### config.mk
export PLATFORM = sky130hd
export DESIGN_NAME = matrix_operand_loader_flat
export DESIGN_NICKNAME = d
export VERILOG_FILES = /design/src/rtl/matrix_operand_loader_pkg.sv /design/src/rtl/matrix_operand_loader_if.sv /design/src/rtl/matrix_index_counter.sv /design/src/rtl/matrix_operand_loader.sv /design/src/flat_wrapper.sv
export SDC_FILE = /design/constraint.sdc
export NUM_CORES = 1
export LEC_CHECK = 0
export BUFFER_PORTS_ARGS = -buffer_cell sky130_fd_sc_hd__buf_2
export CAP_MARGIN = 30
export CORE_UTILIZATION = 55
export DETAILED_ROUTE_END_ITERATION = 10
export PLACE_DENSITY = 0.8
export SLEW_MARGIN = 5
export SYNTH_ARGS = -nofsm -noshare
export SYNTH_HDL_FRONTEND = slang
export SYNTH_SLANG_ARGS = --single-unit
### constraint.sdc
create_clock -name clk -period 2.45 [get_ports clk]
set_input_delay 0.245 -clock clk [delete_from_list [all_inputs] [get_ports clk]]
set_output_delay 0.245 -clock clk [all_outputs]
set_load 0.01 [all_outputs]
### src/rtl/matrix_operand_loader_pkg.sv
// Shared operand-memory definitions: loader states, default sizes and the
// row-major element address used by the loader and the datapath address calculators.
package mm_pkg;

  localparam int MM_DATA_WIDTH = 3;
  localparam int MM_DIM        = 3;
  localparam int MM_ADDR_WIDTH = 4;

  typedef enum logic [1:0] {
    IDLE   = 2'd0,
    LOAD_A = 2'd1,
    LOAD_B = 2'd2,
    DONE   = 2'd3
  } state_t;

  typedef logic [15:0] addr_calc_t;

  function automatic addr_calc_t elem_addr(input addr_calc_t row, input addr_calc_t col,
                                           input int dim);
    return addr_calc_t'(int'(row) * dim + int'(col));
  endfunction

endpackage

### src/rtl/matrix_operand_loader_if.sv
// Element stream in, A/B memory write port out. The slave modport is the loader,
// and the master modport is the stream source and memory side.
interface matrix_operand_loader_if #(
  parameter int DATA_WIDTH = 3,
  parameter int ADDR_WIDTH = 4
);
  logic [DATA_WIDTH-1:0] in_data;
  logic                  in_valid;
  logic                  in_ready;
  logic                  write_en_a;
  logic                  write_en_b;
  logic [ADDR_WIDTH-1:0] address_out;
  logic [DATA_WIDTH-1:0] data_out;

  modport master (
    output in_data, in_valid,
    input  in_ready, write_en_a, write_en_b, address_out, data_out
  );

  modport slave (
    input  in_data, in_valid,
    output in_ready, write_en_a, write_en_b, address_out, data_out
  );
endinterface

### src/rtl/matrix_index_counter.sv
// Row/col walker over a DIM x DIM matrix: advances on en, wraps col into row,
// and wraps both to zero after the last element.
module matrix_index_counter #(
  parameter int DIM   = 3,
  parameter int WIDTH = 4
) (
  input  logic             clk,
  input  logic             rst_n,
  input  logic             en,
  input  logic             clr,
  output logic [WIDTH-1:0] row,
  output logic [WIDTH-1:0] col,
  output logic             last
);
  localparam logic [WIDTH-1:0] MAX_IDX = WIDTH'(DIM - 1);

  assign last = (row == MAX_IDX) && (col == MAX_IDX);

  always_ff @(posedge clk or negedge rst_n) begin
    if (!rst_n) begin
      row <= '0;
      col <= '0;
    end else if (clr) begin
      row <= '0;
      col <= '0;
    end else if (en) begin
      if (col == MAX_IDX) begin
        col <= '0;
        row <= (row == MAX_IDX) ? '0 : row + 1'b1;
      end else begin
        col <= col + 1'b1;
      end
    end
  end
endmodule

### src/rtl/matrix_operand_loader.sv
// Writes a streamed matrix A then matrix B into the operand memories.
// Optional LOADER_CHECKSUM_EN adds an 8-bit running sum of accepted elements.
//   state  | meaning
//   IDLE   | after reset, waiting for start
//   LOAD_A | accepting A elements, strobing write_en_a
//   LOAD_B | accepting B elements, strobing write_en_b
//   DONE   | both matrices written, load_done held until next start
module matrix_operand_loader
  import mm_pkg::*;
#(
  parameter int DATA_WIDTH = MM_DATA_WIDTH,
  parameter int DIM        = MM_DIM,
  parameter int ADDR_WIDTH = MM_ADDR_WIDTH
) (
  input  logic                    clk,
  input  logic                    rst_n,
  input  logic                    start,
  matrix_operand_loader_if.slave  bus,
  output logic                    busy,
  output logic                    load_done
`ifdef LOADER_CHECKSUM_EN
  ,
  output logic [7:0]              checksum
`endif
);
  state_t                state;
  logic                  xfer;
  logic                  start_ok;
  logic                  last;
  logic [ADDR_WIDTH-1:0] row;
  logic [ADDR_WIDTH-1:0] col;
  logic [ADDR_WIDTH-1:0] cur_addr;

  assign bus.in_ready = (state == LOAD_A) || (state == LOAD_B);
  assign xfer         = bus.in_valid && bus.in_ready;
  assign start_ok     = start && ((state == IDLE) || (state == DONE));
  assign cur_addr     = ADDR_WIDTH'(elem_addr(addr_calc_t'(row), addr_calc_t'(col), DIM));

  matrix_index_counter #(
    .DIM   (DIM),
    .WIDTH (ADDR_WIDTH)
  ) u_index (
    .clk   (clk),
    .rst_n (rst_n),
    .en    (xfer),
    .clr   (start_ok),
    .row   (row),
    .col   (col),
    .last  (last)
  );

  always_ff @(posedge clk or negedge rst_n) begin
    if (!rst_n) begin
      state           <= IDLE;
      bus.write_en_a  <= 1'b0;
      bus.write_en_b  <= 1'b0;
      bus.address_out <= '0;
      bus.data_out    <= '0;
      busy            <= 1'b0;
      load_done       <= 1'b0;
`ifdef LOADER_CHECKSUM_EN
      checksum        <= 8'd0;
`endif
    end else begin
      bus.write_en_a <= 1'b0;
      bus.write_en_b <= 1'b0;
      if (xfer) begin
        bus.address_out <= cur_addr;
        bus.data_out    <= DATA_WIDTH'(bus.in_data);
      end
`ifdef LOADER_CHECKSUM_EN
      if (start_ok)  checksum <= 8'd0;
      else if (xfer) checksum <= checksum + 8'(bus.in_data);
`endif
      case (state)
        IDLE, DONE: begin
          if (start_ok) begin
            state     <= LOAD_A;
            busy      <= 1'b1;
            load_done <= 1'b0;
          end
        end
        LOAD_A: begin
          if (xfer) begin
            bus.write_en_a <= 1'b1;
            // last A element hands straight over to B with no idle cycle
            if (last) state <= LOAD_B;
          end
        end
        LOAD_B: begin
          if (xfer) begin
            bus.write_en_b <= 1'b1;
            if (last) begin
              state     <= DONE;
              busy      <= 1'b0;
              load_done <= 1'b1;
            end
          end
        end
        default: state <= IDLE;
      endcase
    end
  end
endmodule

### src/flat_wrapper.sv
// flat-port wrapper written by rule: the top's interface ports become plain ports
module matrix_operand_loader_flat import mm_pkg::*;
#(
  parameter int DATA_WIDTH = MM_DATA_WIDTH,
  parameter int DIM        = MM_DIM,
  parameter int ADDR_WIDTH = MM_ADDR_WIDTH
)
  (clk, rst_n, start, busy, load_done, bus_in_data, bus_in_valid, bus_in_ready, bus_write_en_a, bus_write_en_b, bus_address_out, bus_data_out);
  matrix_operand_loader_if #(.DATA_WIDTH(DATA_WIDTH), .ADDR_WIDTH(ADDR_WIDTH)) bus_i ();
  input  logic clk;
  input  logic rst_n;
  input  logic start;
  output logic busy;
  output logic load_done;
  input wire logic [$bits(bus_i.in_data)-1:0] bus_in_data;
  input wire logic [$bits(bus_i.in_valid)-1:0] bus_in_valid;
  output wire logic [$bits(bus_i.in_ready)-1:0] bus_in_ready;
  output wire logic [$bits(bus_i.write_en_a)-1:0] bus_write_en_a;
  output wire logic [$bits(bus_i.write_en_b)-1:0] bus_write_en_b;
  output wire logic [$bits(bus_i.address_out)-1:0] bus_address_out;
  output wire logic [$bits(bus_i.data_out)-1:0] bus_data_out;
  assign bus_i.in_data = bus_in_data;
  assign bus_i.in_valid = bus_in_valid;
  assign bus_in_ready = bus_i.in_ready;
  assign bus_write_en_a = bus_i.write_en_a;
  assign bus_write_en_b = bus_i.write_en_b;
  assign bus_address_out = bus_i.address_out;
  assign bus_data_out = bus_i.data_out;
  matrix_operand_loader #(.DATA_WIDTH(DATA_WIDTH), .DIM(DIM), .ADDR_WIDTH(ADDR_WIDTH)) u_core (.clk(clk), .rst_n(rst_n), .start(start), .bus(bus_i), .busy(busy), .load_done(load_done));
endmodule
==> out/summary.txt <==
status: finished clean
H-tree levels: 1
initial antenna violation count: 0
synth unique cells: 28
clock tree root driver cell: clkbuf_4
layout cells sized above 1: 0.191
Post-Synthesis Cells: 116
hold buffer count at cts: 1
Critical Path Source: u_core.u_index.row[0]
CTS tree: done
area grow syn2layout: 12.2%
post-route ant nets: 0
classification of the worst-slack hold path: in -> reg
Max Slew Vio Count: 0
total die area: 2360 sq um
R2R Path End: u_core.bus.address_out[3]
total setup buffers inserted after CTS: 0
Max Fclk: 0.483 GHz
dpl hpwl: 1600 um
PD cells: 1250 nW/um^2
Worst slew margin: 0.607
final wirelength: 2020 um
maxcap violations: 0
largest family of logic cells by synthesized area: adder cells
syn_nets: 137
RSZ-0062 raised after global routing: false
critical-path maximum fanout: 8
Worst Setup End Kind: flop
vias in the first global route: 805
Post-synth EDFFs: 0
nets: 158
first-pass GRT wire length: 3660 um
Multi-input gate area: 602 sq um
WS Path Type: reg -> reg
Tcrit/Tclk final: 0.846
Syn Area/Cell: 10.3 sq um
antenna cell count: 0
DR WL/cell: 12.4 um
post-synthesis mux area share: 0.0252
Die Ht: 48.5 um
fraction of registers with async set/reset: 1.00
Cell Rows: 16
worst slew pin tran: 588 ps
Synth Area in Compound Gates: 0.123
YS warnings: 0
GR Overflow Total: 0
DRC: 0
Setup TNS: 0 ps
GP Congestion: 0.749
I/O Buffers: 18
Reg2Reg Depth: 7
post_cts resized: 0
final setup violation count: 0
Synth Cell Area: 1190 sq um
Worst Setup EP: u_core.bus.address_out[3]
worst endpoint required time: 2670 ps
clk buf depth: 2
register-to-register setup slack: 380 ps
Vias: 842
Top FF cell, synth: dfrtp_1
post-synthesis adder-cell area fraction: 0.166
synthesis-stage register bit count: 21
Post-Synth XOR/XNOR Area: 0.0294
Worst setup SP type: flop
Vias/cell: 5.17
die extent in x: 48.5 um
min cycle time layout: 2070 ps
largest net degree at the start of global routing: 22
LEAKAGE: 0.000684 uW
Final Hold Vio Count: 0
cts bufs inserted: 3
clk sinks: 21
FF-to-FF Start: u_core.u_index.row[0]
Post-Synth Simple-Gate Area: 0.162
FF/Latch Area: 526 sq um
peak supply drop: 0.799 mV
I/O Pins: 19
CP arrival: 2290 ps
clock slew at reported path FFs: 110 ps
final std cells w/o fill: 163
share of the yosys chip area belonging to registers: 0.441
1st-iter DRT viols: 17
Clk Latency, worst-skew pair: 290 ps
Initial Util: 0.595
GRT Total Usage: 0.202
Core Box Area: 2000 sq um
placed insts: 158
Clock Skew: 2.36 ps
DR pass1 iterations: 4
FILL cells: 156
Yosys cell counts (all sizes together) (2+ instances only):
| cell type | instances | area share |
|---|---|---|
| a22o | 2 | 0.015 |
| and2 | 3 | 0.016 |
| clkbuf | 3 | 0.0095 |
| dfrtp | 21 | 0.44 |
| fa | 3 | 0.050 |
| ha | 11 | 0.12 |
| inv | 11 | 0.035 |
| mux2i | 3 | 0.025 |
| nand2 | 25 | 0.079 |
| nand2b | 2 | 0.011 |
| nor2 | 3 | 0.0095 |
| nor2b | 2 | 0.011 |
| o21ai | 9 | 0.041 |
| o31ai | 3 | 0.019 |
| xnor2 | 3 | 0.022 |
final cells by class:
cell class	instances	share of cell area
Timing Repair Buffer	20	0.0805
Inverter	11	0.0309
Clock buffer	4	0.0197
Tap cell	27	0.0253
Sequential cell	21	0.393
Multi-Input combinational cell	80	0.450
cells in the final DEF (no fill, tap or decap), types with 2 or more instances in the layout:
| master | instances |
|---|---|
| clkbuf_4 | 3 |
| fa_1 | 3 |
| and2_1 | 3 |
| mux2i_1 | 3 |
| buf_2 | 18 |
| dfrtp_1 | 21 |
| nand2b_1 | 2 |
| nor2b_1 | 2 |
| nand2_1 | 25 |
| o21ai_0 | 8 |
| nor2_1 | 3 |
| a22o_1 | 2 |
| inv_1 | 11 |
| o31ai_1 | 3 |
| xnor2_1 | 3 |
| ha_1 | 11 |
worst max-delay path, stage by stage (launching register included):
cell and delay [ps]:
dfrtp_1 490, fa_1 540, ha_1 140, inv_1 40, fa_1 370, xor2_1 160
xnor2_1 120, o21ai_0 140
power by group:
| part | switching, uW | leakage [uW] | internal [uW] | total, uW |
|---|---|---|---|---|
| registers | 115 | 0.000267 | 477 | 592 |
| clock network | 94.7 | 0.0000150 | 63.2 | 158 |
| logic | 515 | 0.000403 | 401 | 915 |
worst min-delay path by stage:
stage                               from                         to  cells after the start
final                     bus_in_data[0]     u_core.bus.data_out[0]                      3
after global routing      bus_in_data[0]     u_core.bus.data_out[0]                      3
after CTS                 bus_in_data[2]     u_core.bus.data_out[2]                      3
after detailed placement           rst_n      u_core.bus.write_en_b                      1
after global placement             rst_n     u_core.bus.data_out[0]                      1
after floorplan                    rst_n  u_core.bus.address_out[0]                      0
per-stage QoR:
step           power, uW  hold WS [ps]  utilization  worst slack [ps]  area [sq um]
6_report            1670           156        0.668               378          1340
5_1_grt             1850           156        0.668               267          1340
4_1_cts             1680           148        0.668               366          1340
3_5_place_dp        1520           219        0.649               384          1300
3_3_place_gp        1480           217        0.649               438          1300
2_1_floorplan       1270         -50.6            -               466          1190
cells by family after synthesis:
family,Yosys count
and+or+nand+nor,39
DFF,21
AOI/OAI and AO/OA,20
buffers and inverters,15
adders and majority gates,14
xor gates and xnor gates,4
muxes,3
metal layers:
layer | part of all wire | track usage | wire length [um]
met2 | 0.48 | 0.340 | 964
met4 | 0.0064 | 0.0539 | 13
met5 | 0 | 0 | 0
met1 | 0.48 | 0.273 | 979
met3 | 0.031 | 0.0314 | 63
flip-flops by register name, indices dropped and copies added (netlist names):
register and count:
u_core.bus.address_out 4, u_core.u_index.col 4, u_core.u_index.row 4, u_core.bus.data_out 3
u_core.state 2, u_core.bus.write_en_a 1, u_core.bus.write_en_b 1, u_core.busy 1
u_core.load_done 1
Power figures use the tool's default switching activity.
